### src/rtl/reg_access_arbiter_if.sv
// Requester and register-bus signal bundle for reg_access_arbiter.
// No logic. The slave modport is the arbiter's view; master is the driver side.
// Every signal is sized from N_REQ/ADDR_W/DATA_W, which must match the arbiter instance.
interface reg_access_arbiter_if #(
   parameter int N_REQ  = 2,
   parameter int ADDR_W = 3,
   parameter int DATA_W = 8
);
   logic [N_REQ-1:0]        req_valid;
   logic [N_REQ-1:0]        req_write;
   logic [N_REQ*ADDR_W-1:0] req_addr;
   logic [N_REQ*DATA_W-1:0] req_wdata;
   logic [N_REQ-1:0]        req_ready;
   logic [N_REQ-1:0]        rsp_valid;
   logic [DATA_W-1:0]       rsp_rdata;
   logic [ADDR_W-1:0]       addr;
   logic                    wr;
   logic [DATA_W-1:0]       wr_data;
   logic                    rd;
   logic [DATA_W-1:0]       rd_data;
   logic                    int_n;
   logic                    irq;

   modport slave (
      input  req_valid, req_write, req_addr, req_wdata, rd_data, int_n,
      output req_ready, rsp_valid, rsp_rdata, addr, wr, wr_data, rd, irq
   );

   modport master (
      output req_valid, req_write, req_addr, req_wdata, rd_data, int_n,
      input  req_ready, rsp_valid, rsp_rdata, addr, wr, wr_data, rd, irq
   );
endinterface

### src/rtl/reg_access_arbiter.sv
// Shares one register bus between N_REQ requesters: round-robin arbitration with an irq override.
// Latency: write response 2 cycles after accept, read response 2+RD_LATENCY cycles after accept.
// Backpressure: one transaction outstanding; req_ready only pulses in IDLE, and losers hold req_valid.
module reg_access_arbiter #(
   parameter int N_REQ      = 2,
   parameter int ADDR_W     = 3,
   parameter int DATA_W     = 8,
   parameter int RD_LATENCY = 1,
   parameter int IRQ_REQ    = 0
) (
   input  logic                 clk,
   input  logic                 rst,
   reg_access_arbiter_if.slave  bus_io
);
   localparam int IDX_W = (N_REQ > 2) ? 2 : 1;

   typedef enum logic [2:0] {S_IDLE, S_WR, S_RD, S_WAIT, S_RESP} state_t;

   state_t              state_q, state_d;
   logic [IDX_W-1:0]    last_q, last_d;
   logic [IDX_W-1:0]    idx_q, idx_d;
   logic                write_q, write_d;
   logic [ADDR_W-1:0]   addr_q, addr_d;
   logic [DATA_W-1:0]   wdata_q, wdata_d;
   logic [DATA_W-1:0]   rdata_q, rdata_d;
   logic [1:0]          cnt_q, cnt_d;
   logic                irq_q;

   logic [IDX_W-1:0]    win;
   logic [IDX_W-1:0]    cand;
   logic                found;
   logic                grant;

   // Winner: first valid requester after last_grant, unless the pending irq favours IRQ_REQ.
   always_comb begin
      win   = last_q;
      cand  = '0;
      found = 1'b0;
      for (int k = 1; k <= N_REQ; k++) begin
         cand = IDX_W'((int'(last_q) + k) % N_REQ);
         if (!found && bus_io.req_valid[cand]) begin
            win   = cand;
            found = 1'b1;
         end
      end
      if (irq_q && bus_io.req_valid[IRQ_REQ]) begin
         win = IDX_W'(IRQ_REQ);
      end
      // Reset wins over a same-cycle accept so nothing is granted while rst is high.
      grant = (state_q == S_IDLE) && found && !rst;
   end

   // Next-state and transaction capture.
   always_comb begin
      state_d = state_q;
      last_d  = last_q;
      idx_d   = idx_q;
      write_d = write_q;
      addr_d  = addr_q;
      wdata_d = wdata_q;
      rdata_d = rdata_q;
      cnt_d   = cnt_q;
      unique case (state_q)
         S_IDLE: begin
            if (grant) begin
               last_d  = win;
               idx_d   = win;
               write_d = bus_io.req_write[win];
               addr_d  = bus_io.req_addr[int'(win)*ADDR_W +: ADDR_W];
               wdata_d = bus_io.req_wdata[int'(win)*DATA_W +: DATA_W];
               state_d = bus_io.req_write[win] ? S_WR : S_RD;
            end
         end
         S_WR: state_d = S_RESP;
         S_RD: begin
            if (RD_LATENCY == 0) begin
               rdata_d = bus_io.rd_data;
               state_d = S_RESP;
            end else begin
               cnt_d   = 2'(RD_LATENCY - 1);
               state_d = S_WAIT;
            end
         end
         S_WAIT: begin
            if (cnt_q == 2'd0) begin
               rdata_d = bus_io.rd_data;
               state_d = S_RESP;
            end else begin
               cnt_d = cnt_q - 2'd1;
            end
         end
         S_RESP:  state_d = S_IDLE;
         default: state_d = S_IDLE;
      endcase
   end

   // Output decode; strobes and responses are suppressed during reset so an abort never completes.
   always_comb begin
      for (int i = 0; i < N_REQ; i++) begin
         bus_io.req_ready[i] = grant && (win == IDX_W'(i));
         bus_io.rsp_valid[i] = !rst && (state_q == S_RESP) && (idx_q == IDX_W'(i));
      end
      bus_io.rsp_rdata = (!rst && (state_q == S_RESP) && !write_q) ? rdata_q : '0;
      bus_io.wr        = !rst && (state_q == S_WR);
      bus_io.rd        = !rst && (state_q == S_RD);
      bus_io.addr      = addr_q;
      bus_io.wr_data   = wdata_q;
      bus_io.irq       = irq_q;
   end

   // State register, transaction latches and the registered interrupt.
   always_ff @(posedge clk) begin
      if (rst) begin
         state_q <= S_IDLE;
         last_q  <= IDX_W'(N_REQ - 1);
         idx_q   <= '0;
         write_q <= 1'b0;
         addr_q  <= '0;
         wdata_q <= '0;
         rdata_q <= '0;
         cnt_q   <= '0;
         irq_q   <= 1'b0;
      end else begin
         state_q <= state_d;
         last_q  <= last_d;
         idx_q   <= idx_d;
         write_q <= write_d;
         addr_q  <= addr_d;
         wdata_q <= wdata_d;
         rdata_q <= rdata_d;
         cnt_q   <= cnt_d;
         irq_q   <= ~bus_io.int_n;
      end
   end
endmodule

### src/flat_wrapper.sv
// flat-port wrapper written by rule: the top's interface ports become plain ports
module reg_access_arbiter_flat 
#(
   parameter int N_REQ      = 2,
   parameter int ADDR_W     = 3,
   parameter int DATA_W     = 8,
   parameter int RD_LATENCY = 1,
   parameter int IRQ_REQ    = 0
)
  (clk, rst, bus_io_req_valid, bus_io_req_write, bus_io_req_addr, bus_io_req_wdata, bus_io_rd_data, bus_io_int_n, bus_io_req_ready, bus_io_rsp_valid, bus_io_rsp_rdata, bus_io_addr, bus_io_wr, bus_io_wr_data, bus_io_rd, bus_io_irq);
  reg_access_arbiter_if #(.N_REQ(N_REQ), .ADDR_W(ADDR_W), .DATA_W(DATA_W)) bus_io_i ();
  input  logic clk;
  input  logic rst;
  input wire logic [$bits(bus_io_i.req_valid)-1:0] bus_io_req_valid;
  input wire logic [$bits(bus_io_i.req_write)-1:0] bus_io_req_write;
  input wire logic [$bits(bus_io_i.req_addr)-1:0] bus_io_req_addr;
  input wire logic [$bits(bus_io_i.req_wdata)-1:0] bus_io_req_wdata;
  input wire logic [$bits(bus_io_i.rd_data)-1:0] bus_io_rd_data;
  input wire logic [$bits(bus_io_i.int_n)-1:0] bus_io_int_n;
  output wire logic [$bits(bus_io_i.req_ready)-1:0] bus_io_req_ready;
  output wire logic [$bits(bus_io_i.rsp_valid)-1:0] bus_io_rsp_valid;
  output wire logic [$bits(bus_io_i.rsp_rdata)-1:0] bus_io_rsp_rdata;
  output wire logic [$bits(bus_io_i.addr)-1:0] bus_io_addr;
  output wire logic [$bits(bus_io_i.wr)-1:0] bus_io_wr;
  output wire logic [$bits(bus_io_i.wr_data)-1:0] bus_io_wr_data;
  output wire logic [$bits(bus_io_i.rd)-1:0] bus_io_rd;
  output wire logic [$bits(bus_io_i.irq)-1:0] bus_io_irq;
  assign bus_io_i.req_valid = bus_io_req_valid;
  assign bus_io_i.req_write = bus_io_req_write;
  assign bus_io_i.req_addr = bus_io_req_addr;
  assign bus_io_i.req_wdata = bus_io_req_wdata;
  assign bus_io_i.rd_data = bus_io_rd_data;
  assign bus_io_i.int_n = bus_io_int_n;
  assign bus_io_req_ready = bus_io_i.req_ready;
  assign bus_io_rsp_valid = bus_io_i.rsp_valid;
  assign bus_io_rsp_rdata = bus_io_i.rsp_rdata;
  assign bus_io_addr = bus_io_i.addr;
  assign bus_io_wr = bus_io_i.wr;
  assign bus_io_wr_data = bus_io_i.wr_data;
  assign bus_io_rd = bus_io_i.rd;
  assign bus_io_irq = bus_io_i.irq;
  reg_access_arbiter #(.N_REQ(N_REQ), .ADDR_W(ADDR_W), .DATA_W(DATA_W), .RD_LATENCY(RD_LATENCY), .IRQ_REQ(IRQ_REQ)) u_core (.clk(clk), .rst(rst), .bus_io(bus_io_i));
endmodule
### config.mk
export PLATFORM = sky130hd
export DESIGN_NAME = reg_access_arbiter_flat
export DESIGN_NICKNAME = d
export VERILOG_FILES = /design/src/rtl/reg_access_arbiter_if.sv /design/src/rtl/reg_access_arbiter.sv /design/src/flat_wrapper.sv
export SDC_FILE = /design/constraint.sdc
export NUM_CORES = 1
export LEC_CHECK = 0
export ABC_AREA = 0
export CAP_MARGIN = 20
export CORE_MARGIN = 1
export CORE_UTILIZATION = 45
export DETAILED_ROUTE_END_ITERATION = 10
export GPL_TIMING_DRIVEN = 0
export MAX_ROUTING_LAYER = met4
export PLACE_DENSITY = 0.85
export SETUP_SLACK_MARGIN = 0.1
export SLEW_MARGIN = 30
export SYNTH_ARGS = -nofsm -noshare
export SYNTH_HDL_FRONTEND = slang
export SYNTH_SLANG_ARGS = --single-unit
### constraint.sdc
create_clock -name clk -period 3.2 [get_ports clk]
set_clock_uncertainty 0.15 [all_clocks]
set_input_delay 0.32 -clock clk [delete_from_list [all_inputs] [get_ports clk]]
set_output_delay 0.32 -clock clk [all_outputs]
set_load 0.05 [all_outputs]
==> impl_metrics.csv <==
group,metric,value,unit
run_status,outcome,"complete, no violations",
timing,setup-violations-final,0,
floorplan,dieArea,3450,µm²
detailed_routing,wl_per_cell,12.5,µm
yosys,synthArstFlopShare,0,
grt,antenna_found_initial,0,
clock_tree,cts_buffers,3,
detailed_routing,ant_nets,0,
floorplan,chipWidth,58.7,µm
clock_tree,cts-root-buf,"clkbuf_4",
detailed_routing,viasPerCell,5.01,
clock_tree,postCtsSetupRepairBufs,0,
layout,drive_gt1_frac,0.129,
clock_tree,cts_hold_buf,0,
job,maxCapViolations,0,
timing,timing.final.crit_share,0.929,
timing,tightest_slew,0.633,ns
clock_tree,cts.clk_slew.worst_paths,0.15,ns
placement,gp_congestion,0.832,
timing,rsz0062_at_grt,"false",
critical_path,reg2reg_depth,4,
placement,place_inst,265,
timing,hold_ws,0.315,ns
grt,grt_max_degree,16,
timing,hold_viol,0,
yosys,ys_types,36,
floorplan,start_util,0.474,
detailed_routing,first_pass_iters,6,
clock_tree,cts_tree,"yes",
timing,max_freq,0.337,GHz
timing,maxSlewHeadroom,0.578,
yosys,yosysWarnings,0,
clock_tree,cts_htree_levels,1,
yosys,synth_seq_cells,28,
yosys,synth_edf_count,0,
critical_path,arrival,2.50,ns
yosys,synth_top_area_cell,"dfxtp_1",
timing,period_minus_slack,2.97,ns
timing,tns,0,ns
layout,fin_cells,269,
critical_path,worst-setup-path-type,"input port to output port",
yosys,synthFlopType,"dfxtp_1",
floorplan,die_h,58.7,µm
critical_path,worst_setup_path_end_kind,"output port",
layout,post-route-util,0.707,
detailed_routing,drt_iter0_drc,40,
grt,grt_pass1_vias,1288,
layout,fill_cells,242,
yosys,synth_area_leaders,"dfxtp_1, mux2i_1, a211oi_2, nand2_1, nor2_1",
critical_path,startpoint_type,"input port",
critical_path,cp.required,2.73,ns
power,power.leakage,0.813,nW
grt,grt_use_total,0.212,
layout,antenna_cells,0,
yosys,synthesis.nets,197,
clock_tree,clock_latency,0.33,ns
critical_path,critical_path.max_fanout,8,
grt,overflow,0,
timing,final_max_slew_viol_count,0,
placement,place.port_buffers,62,
power,ir_worst_vdd,0.334,mV
floorplan,io_pins,63,
clock_tree,post_cts_resized,0,
clock_tree,clk_path_buf_depth,2,
detailed_routing,via_count,1347,
floorplan,core_area,3050,µm²
layout,syn2layout_area_growth,49.2,%
yosys,synthCells,159,
min_path,hp-class,"flip-flop to flip-flop",
detailed_routing,finalWirelength,3360,µm
power,power_density,485,nW/µm²
yosys,synth_top_area_frac,0.388,
yosys,avgSynthCellArea,9.10,µm²
placement,dpl.hpwl,2690,µm
floorplan,rows,20,
min_path,min_path_cells,2,
clock_tree,cts_sinks,28,
grt,grt_pass1_wl,5490,µm
yosys,synth-seq-area-share,0.388,
layout,layout.nets,264,
detailed_routing,drc,0,
yosys,syn_area,1450,µm²
[layer usage]
layer	GRT usage	wire [µm]
met4	0.0646	32
met3	0.0242	134
met2	0.391	1780
met1	0.239	1420
met5	-	0
[area by class of cell]
type | count | area, µm² | area share
Sequential cell | 28 | 561 | 0.260
Clock buffer | 4 | 36.3 | 0.0168
Timing Repair Buffer | 62 | 621 | 0.288
Inverter | 4 | 15.0 | 0.00696
Tap cell | 44 | 55.1 | 0.0255
Buffer | 10 | 86.3 | 0.0400
Multi-Input combinational cell | 117 | 785 | 0.363
[through the flow]
step           setup slack (ns)  area [µm²]  total power, mW
3_5_place_dp              0.221        2120            0.883
3_3_place_gp              0.244        2120            0.867
2_1_floorplan             0.635        1450            0.735
5_1_grt                   0.131        2160             1.11
4_1_cts                   0.218        2160             1.05
6_report                  0.229        2160             1.05
[critical path: stages]
cell	delay (ns)
clkdlybuf4s50_1	0.50
or4b_4	0.56
nor2_4	0.17
and2_1	0.14
clkdlybuf4s50_1	0.80
[logic make-up (layout without fill, tap and decap cells)]
group | after synthesis | after routing | synth area share
DFF | 28 | 28 | 0.388
AOI/OAI and AO/OA | 30 | 30 | 0.179
buffers and inverters | 14 | 80 | 0.0701
and+or+nand+nor | 74 | 74 | 0.272
adders and majority gates | 1 | 1 | 0.00865
muxes | 12 | 12 | 0.0830
[path summary, 6_finish.rpt]
check / from / to / slack (ns)
min: u_core.rdata_q[1] / u_core.rdata_q[1] / 0.32
max: rst / bus_io_rsp_rdata[2] / 0.23
min reg2reg: u_core.rdata_q[1] / u_core.rdata_q[1] / 0.32
max reg2reg: u_core.state_q[0] / u_core.bus_io.wr_data[4] / 1.63
[power breakdown]
part / total, mW / internal [mW] / switching, mW
sequential: 0.417 / 0.391 / 0.0255
combinational: 0.457 / 0.194 / 0.263
clock: 0.172 / 0.0696 / 0.103
total: 1.05 / 0.655 / 0.391
[registers in the layout, summed over array words and instances, names as in the netlist]
signal	flops
u_core.write_q	1
u_core.bus_io.irq	1
u_core.bus_io.addr	3
u_core.state_q	3
u_core.idx_q	1
u_core.last_q	1
u_core.rdata_q	8
u_core.cnt_q	2
u_core.bus_io.wr_data	8
[synthesized netlist by cell type (3+ instances only)]
cell and n:
inv_1 4, a21oi_1 14, mux2i_1 12, dfxtp_1 28
nor2_1 22, nand3_1 3, and2_1 9, nand2_1 23
a211oi_2 8, a211oi_1 3
[layout by cell type, fill, tap and decap left out]
cell	instances
clkdlybuf4s50_1	62
dfxtp_1	28
nand2_1	23
nor2_1	22
a21oi_1	14
mux2i_1	12
and2_1	9
a211oi_2	8
inv_1	4
clkbuf_8	3
nand3_1	3
a211oi_1	3
clkbuf_4	3
buf_4	2
nor2b_1	2
and3_1	2
buf_2	2
clkbuf_1	2
nor3_1	2
or4b_4	1
nor2_4	1
buf_6	1
o21ai_2	1
o21ai_4	1
buf_8	1
o21bai_4	1
nor4_4	1
nor4b_1	1
nor3b_1	1
or3_4	1
nor4bb_1	1
o31ai_1	1
nand4bb_1	1
nor3_2	1
a311oi_2	1
nand2b_1	1
or3_1	1
ha_1	1
(Power assumes the default switching activity.)
